--- src/rtl/memory_pkg.sv ---
// Shared types and constants for the memory bank: controller states and the
// encoding of the read/write request flag.
package memory_pkg;

  typedef enum logic {
    CLEAR = 1'b0,
    IDLE  = 1'b1
  } state_e;

  localparam logic RD = 1'b0;
  localparam logic WR = 1'b1;

endpackage

--- src/rtl/memory_bank_if.sv ---
// Request/response bus of the memory bank; the requester is the master and
// the bank itself is the slave.
interface memory_bank_if #(
  parameter int DATA_W = 32,
  parameter int DEPTH  = 8,
  parameter int ADDR_W = $clog2(DEPTH)
);

  logic                  valid;
  logic                  ready;
  logic                  rW;
  logic [ADDR_W-1:0]     addr;
  logic [DATA_W-1:0]     din;
  logic [DATA_W/8-1:0]   byteEn;
  logic                  clr;
  logic [DATA_W-1:0]     dout;
  logic                  doutValid;
  logic                  addrErr;

  modport master (
    output valid, rW, addr, din, byteEn, clr,
    input  ready, dout, doutValid, addrErr
  );

  modport slave (
    input  valid, rW, addr, din, byteEn, clr,
    output ready, dout, doutValid, addrErr
  );

endinterface

--- src/rtl/memory_bank.sv ---
// Word-addressed register-array memory with byte-lane writes, one-cycle read
// latency, address-range error reporting and a one-word-per-cycle clear sweep.
module memory_bank
  import memory_pkg::*;
#(
  parameter int DATA_W = 32,
  parameter int DEPTH  = 8,
  parameter int ADDR_W = $clog2(DEPTH)
) (
  input  logic           clk,
  input  logic           rst_n,
  memory_bank_if.slave   bus
);

  localparam int NB = DATA_W / 8;

  state_e              state_q, state_d;
  logic [ADDR_W-1:0]   clrCnt_q, clrCnt_d;
  logic [DATA_W-1:0]   dout_q, dout_d;
  logic                doutValid_q, doutValid_d;
  logic                addrErr_q, addrErr_d;

  logic [DATA_W-1:0]   mem [DEPTH];

  logic                accept;
  logic                inRange;
  logic                clrDone;
  logic [DATA_W-1:0]   wrWord;

  assign bus.ready     = (state_q == IDLE) && !bus.clr;
  assign bus.dout      = dout_q;
  assign bus.doutValid = doutValid_q;
  assign bus.addrErr   = addrErr_q;

  assign accept  = bus.valid && bus.ready;
  assign inRange = 32'(bus.addr) < 32'(DEPTH);
  assign clrDone = clrCnt_q == ADDR_W'(DEPTH - 1);

  // Merge enabled byte lanes of the incoming data into the addressed word.
  always_comb begin
    wrWord = inRange ? mem[bus.addr] : '0;
    for (int b = 0; b < NB; b++) begin
      if (bus.byteEn[b]) wrWord[8*b +: 8] = bus.din[8*b +: 8];
    end
  end

  always_comb begin
    state_d     = state_q;
    clrCnt_d    = clrCnt_q;
    dout_d      = dout_q;
    doutValid_d = 1'b0;
    addrErr_d   = 1'b0;
    case (state_q)
      CLEAR: begin
        if (bus.clr) begin
          clrCnt_d = '0;
        end else if (clrDone) begin
          state_d  = IDLE;
          clrCnt_d = '0;
        end else begin
          clrCnt_d = clrCnt_q + ADDR_W'(1);
        end
      end
      IDLE: begin
        if (bus.clr) begin
          state_d  = CLEAR;
          clrCnt_d = '0;
        end else if (accept) begin
          addrErr_d = !inRange;
          if (bus.rW == RD) begin
            doutValid_d = 1'b1;
            dout_d      = inRange ? mem[bus.addr] : '0;
          end
        end
      end
      default: begin
        state_d  = CLEAR;
        clrCnt_d = '0;
      end
    endcase
  end

  always_ff @(posedge clk or negedge rst_n) begin
    if (!rst_n) begin
      state_q     <= CLEAR;
      clrCnt_q    <= '0;
      dout_q      <= '0;
      doutValid_q <= 1'b0;
      addrErr_q   <= 1'b0;
    end else begin
      state_q     <= state_d;
      clrCnt_q    <= clrCnt_d;
      dout_q      <= dout_d;
      doutValid_q <= doutValid_d;
      addrErr_q   <= addrErr_d;
    end
  end

  // The array has no reset; it is zeroed only by the sweep in CLEAR.
  always_ff @(posedge clk) begin
    if (state_q == CLEAR) begin
      mem[clrCnt_q] <= '0;
    end else if (accept && (bus.rW == WR) && inRange) begin
      mem[bus.addr] <= wrWord;
    end
  end

endmodule
--- src/flat_wrapper.sv ---
// flat-port wrapper written by rule: the top's interface ports become plain ports
module memory_bank_flat import memory_pkg::*;
#(
  parameter int DATA_W = 32,
  parameter int DEPTH  = 8,
  parameter int ADDR_W = $clog2(DEPTH)
)
  (clk, rst_n, bus_valid, bus_rW, bus_addr, bus_din, bus_byteEn, bus_clr, bus_ready, bus_dout, bus_doutValid, bus_addrErr);
  memory_bank_if #(.DATA_W(DATA_W), .DEPTH(DEPTH), .ADDR_W(ADDR_W)) bus_i ();
  input  logic clk;
  input  logic rst_n;
  input wire logic [$bits(bus_i.valid)-1:0] bus_valid;
  input wire logic [$bits(bus_i.rW)-1:0] bus_rW;
  input wire logic [$bits(bus_i.addr)-1:0] bus_addr;
  input wire logic [$bits(bus_i.din)-1:0] bus_din;
  input wire logic [$bits(bus_i.byteEn)-1:0] bus_byteEn;
  input wire logic [$bits(bus_i.clr)-1:0] bus_clr;
  output wire logic [$bits(bus_i.ready)-1:0] bus_ready;
  output wire logic [$bits(bus_i.dout)-1:0] bus_dout;
  output wire logic [$bits(bus_i.doutValid)-1:0] bus_doutValid;
  output wire logic [$bits(bus_i.addrErr)-1:0] bus_addrErr;
  assign bus_i.valid = bus_valid;
  assign bus_i.rW = bus_rW;
  assign bus_i.addr = bus_addr;
  assign bus_i.din = bus_din;
  assign bus_i.byteEn = bus_byteEn;
  assign bus_i.clr = bus_clr;
  assign bus_ready = bus_i.ready;
  assign bus_dout = bus_i.dout;
  assign bus_doutValid = bus_i.doutValid;
  assign bus_addrErr = bus_i.addrErr;
  memory_bank #(.DATA_W(DATA_W), .DEPTH(DEPTH), .ADDR_W(ADDR_W)) u_core (.clk(clk), .rst_n(rst_n), .bus(bus_i));
endmodule
--- config.mk ---
export PLATFORM = sky130hd
export DESIGN_NAME = memory_bank_flat
export DESIGN_NICKNAME = d
export VERILOG_FILES = /design/src/rtl/memory_pkg.sv /design/src/rtl/memory_bank_if.sv /design/src/rtl/memory_bank.sv /design/src/flat_wrapper.sv
export SDC_FILE = /design/constraint.sdc
export NUM_CORES = 1
export LEC_CHECK = 0
export ABC_AREA = 0
export CELL_PAD_IN_SITES_DETAIL_PLACEMENT = 0
export CELL_PAD_IN_SITES_GLOBAL_PLACEMENT = 1
export CORE_AREA = 2 2 203 205
export DETAILED_ROUTE_END_ITERATION = 12
export DIE_AREA = 0 0 205 207
export PLACE_DENSITY_LB_ADDON = 0.3
export SYNTH_ARGS = -nofsm -noshare
export SYNTH_HDL_FRONTEND = slang
export SYNTH_SLANG_ARGS = --single-unit
--- constraint.sdc ---
create_clock -name clk -period 4.27 [get_ports clk]
set_clock_uncertainty 0.15 [all_clocks]
set_input_delay 0.854 -clock clk [delete_from_list [all_inputs] [get_ports clk]]
set_output_delay 0.854 -clock clk [all_outputs]
set_load 0.1 [all_outputs]
==> impl_metrics.tcl <==
set metrics [dict create \
    cts_tree "yes" \
    netlist_area_sq_mm 0.0119 \
    yosys_warnings 0 \
    avgRoutedWirePerCell_um 19.0 \
    antenna_left 0 \
    max_freq_mhz 324 \
    io_pins 79 \
    grt_usage_pct 12.5 \
    drt_iter0_drc 399 \
    row_count 74 \
    wl_mm 26.5 \
    drc 0 \
    vias 6472 \
    grt_max_degree 50 \
    synth_edf_count 256 \
    via_per_inst 4.64 \
    synthArstFlopShare_pct 12.6 \
    slew_headroom_pct 30.1 \
    clk_latency_ps 510 \
    endpoint_kind "flop" \
    antenna_found_initial 0 \
    synth_nets 786 \
    core_sq_mm 0.0404 \
    cts_made_buffers 34 \
    fin_nets 883 \
    hold_ws_ps 332 \
    antenna-diode-count 0 \
    syn-instance-count 740 \
    htreeDepth 2 \
    power.density_mw_per_mm2 462 \
    hold_viol_final 0 \
    cts_setup_buffers 0 \
    status "finished clean" \
    synth.largest_area_cell "edfxtp_1" \
    rsz0062_at_grt "no" \
    fin_tns_setup_ps 0 \
    ctsHoldBuffers 0 \
    cts_resized 0 \
    fillers 3941 \
    dp_hpwl_mm 16.4 \
    initial_core_util_pct 29.5 \
    synth_ff_type "edfxtp_1" \
    grt_overflow 0 \
    numClockSinks 293 \
    final_common_cell "edfxtp_1" \
    crit_arrival_ps 3140 \
    clockBufferDepth 3 \
    final_cell_mix "256 x edfxtp_1, 132 x mux2i_1, 74 x clkdlybuf4s50_1" \
    drv_cap 0 \
    firstDrtPassIters 4 \
    rr_worst_depth 5 \
    setup_viol 0 \
    slew_viol_final 0 \
    yosysTopAreaCellShare_pct 64.6 \
    die_h_um 207 \
    io_buffer_count 77 \
    drive_above_1_share_pct 13.9 \
    crit_type "in -> reg" \
    worst-path-max-fanout 17 \
    worstHoldPathCells 2 \
    syn_to_final_growth_pct 21.0 \
    ys_types 26 \
    cp-start-kind "primary input" \
    grt_pass1_vias 6656 \
    leakage_nw 5.39 \
    period_needed_ps 3080 \
    vdd.ir_drop.worst_mv 0.304 \
    synth_area_leaders "edfxtp_1 65%, mux2i_1 11%, dfrtp_1 7.8%, a22oi_1 4.0%, a211oi_2 3.4%" \
    fin_cells 1394 \
    dp_cells 1333 \
    syn_avg_cell_area_sq_um 16.1 \
    clkTransAtPathRegs_ps 60 \
    worstHoldPathType "reg -> reg" \
    place.gp.congestion 0.700 \
    worst-slew-pin-transition_ps 1050 \
    ys_seq_area_share_pct 72.4 \
    grt_pass1_wl_mm 40.7 \
    worstPathRequired_ps 4320 \
    ys_seq_elements 293 \
    die_w_um 205 \
    post-route-period-util_pct 72.2 \
    clockRootBuffer "clkbuf_16" \
    die_area_sq_mm 0.0424 \
]
-- registers in the layout, summed over array words and instances, names as in the netlist --
register              cells
u_core.bus.dout          32
u_core.state_q            1
u_core.clrCnt_q           3
u_core.bus.doutValid      1
u_core.mem              256
-- cells in the mapped netlist, types with 2 or more instances --
cell,number
mux2i_1,132
o21ai_1,33
buf_8,2
ha_1,2
buf_6,4
a31oi_1,2
buf_1,5
a21oi_1,2
clkbuf_1,17
a22oi_1,64
buf_12,5
nor2_1,49
buf_4,5
nor3_1,2
a211oi_2,32
dfrtp_1,37
nor2b_1,6
buf_2,9
nand2_1,65
inv_1,6
edfxtp_1,256
-- layer usage --
metal | share of wire (%) | vias up | global-route usage, % | wire length [um]
met5 | 0 | - | 0 | 0
met4 | 1.5 | 0 | 2.93 | 399
met3 | 3.8 | 35 | 2.22 | 1010
met2 | 47 | 119 | 20.0 | 12400
met1 | 48 | 3264 | 17.8 | 12700
li1 | - | 3054 | - | -
-- per-stage QoR --
| stage | area [sq um] | power (mW) | setup slack [ps] | util, % |
|---|---|---|---|---|
| floorplan | 11900 | 3.77 | 733 | - |
| global placement | 13400 | 4.00 | 698 | 33.1 |
| detailed placement | 13400 | 4.01 | 669 | 33.1 |
| CTS | 14400 | 6.74 | 1180 | 35.7 |
| global route | 14400 | 6.91 | 1040 | 35.7 |
| finish | 14400 | 6.66 | 1190 | 35.7 |
-- where the power goes --
part | leakage, nW | internal (mW) | switching [mW]
clock network | 0.507 | 1.63 | 1.09
logic | 1.82 | 0.202 | 0.454
registers | 3.07 | 3.24 | 0.0384
-- final timing paths --
path	startpoint	to	slack [ps]
setup / recovery	bus_clr	u_core.mem[1][23]	1190
hold / removal	u_core.bus.dout[11]	u_core.bus.dout[11]	330
setup reg to reg	u_core.state_q	u_core.mem[1][23]	1630
hold reg to reg	u_core.bus.dout[11]	u_core.bus.dout[11]	330
max in group asynchronous	rst_n	u_core.bus.dout[0]	2930
min in group asynchronous	rst_n	u_core.bus.dout[26]	390
-- worst max-delay path, stage by stage --
cell	delay, ps
clkdlybuf4s50_1	550
nand4b_1	510
o21ai_0	190
o21ai_1	170
nor2_4	580
buf_12	260
-- area by class of cell --
class / count / area (sq um) / share of cell area, %
Sequential cell: 293 / 8610 / 59.8
Multi-Input combinational cell: 394 / 2990 / 20.8
Inverter: 6 / 22.5 / 0.156
Timing Repair Buffer: 108 / 1070 / 7.45
Tap cell: 532 / 666 / 4.62
Clock buffer: 47 / 921 / 6.39
Clock inverter: 14 / 116 / 0.808
-- cells by family after synthesis --
logic type	after synthesis	synth area share (%)
simple gates	125	4.19
fa+ha+maj	2	0.210
mux	132	11.1
other cells	1	0.0315
flops	293	72.4
compound gates	134	9.02
buf+inv	53	3.05
(Power assumes the default switching activity.)
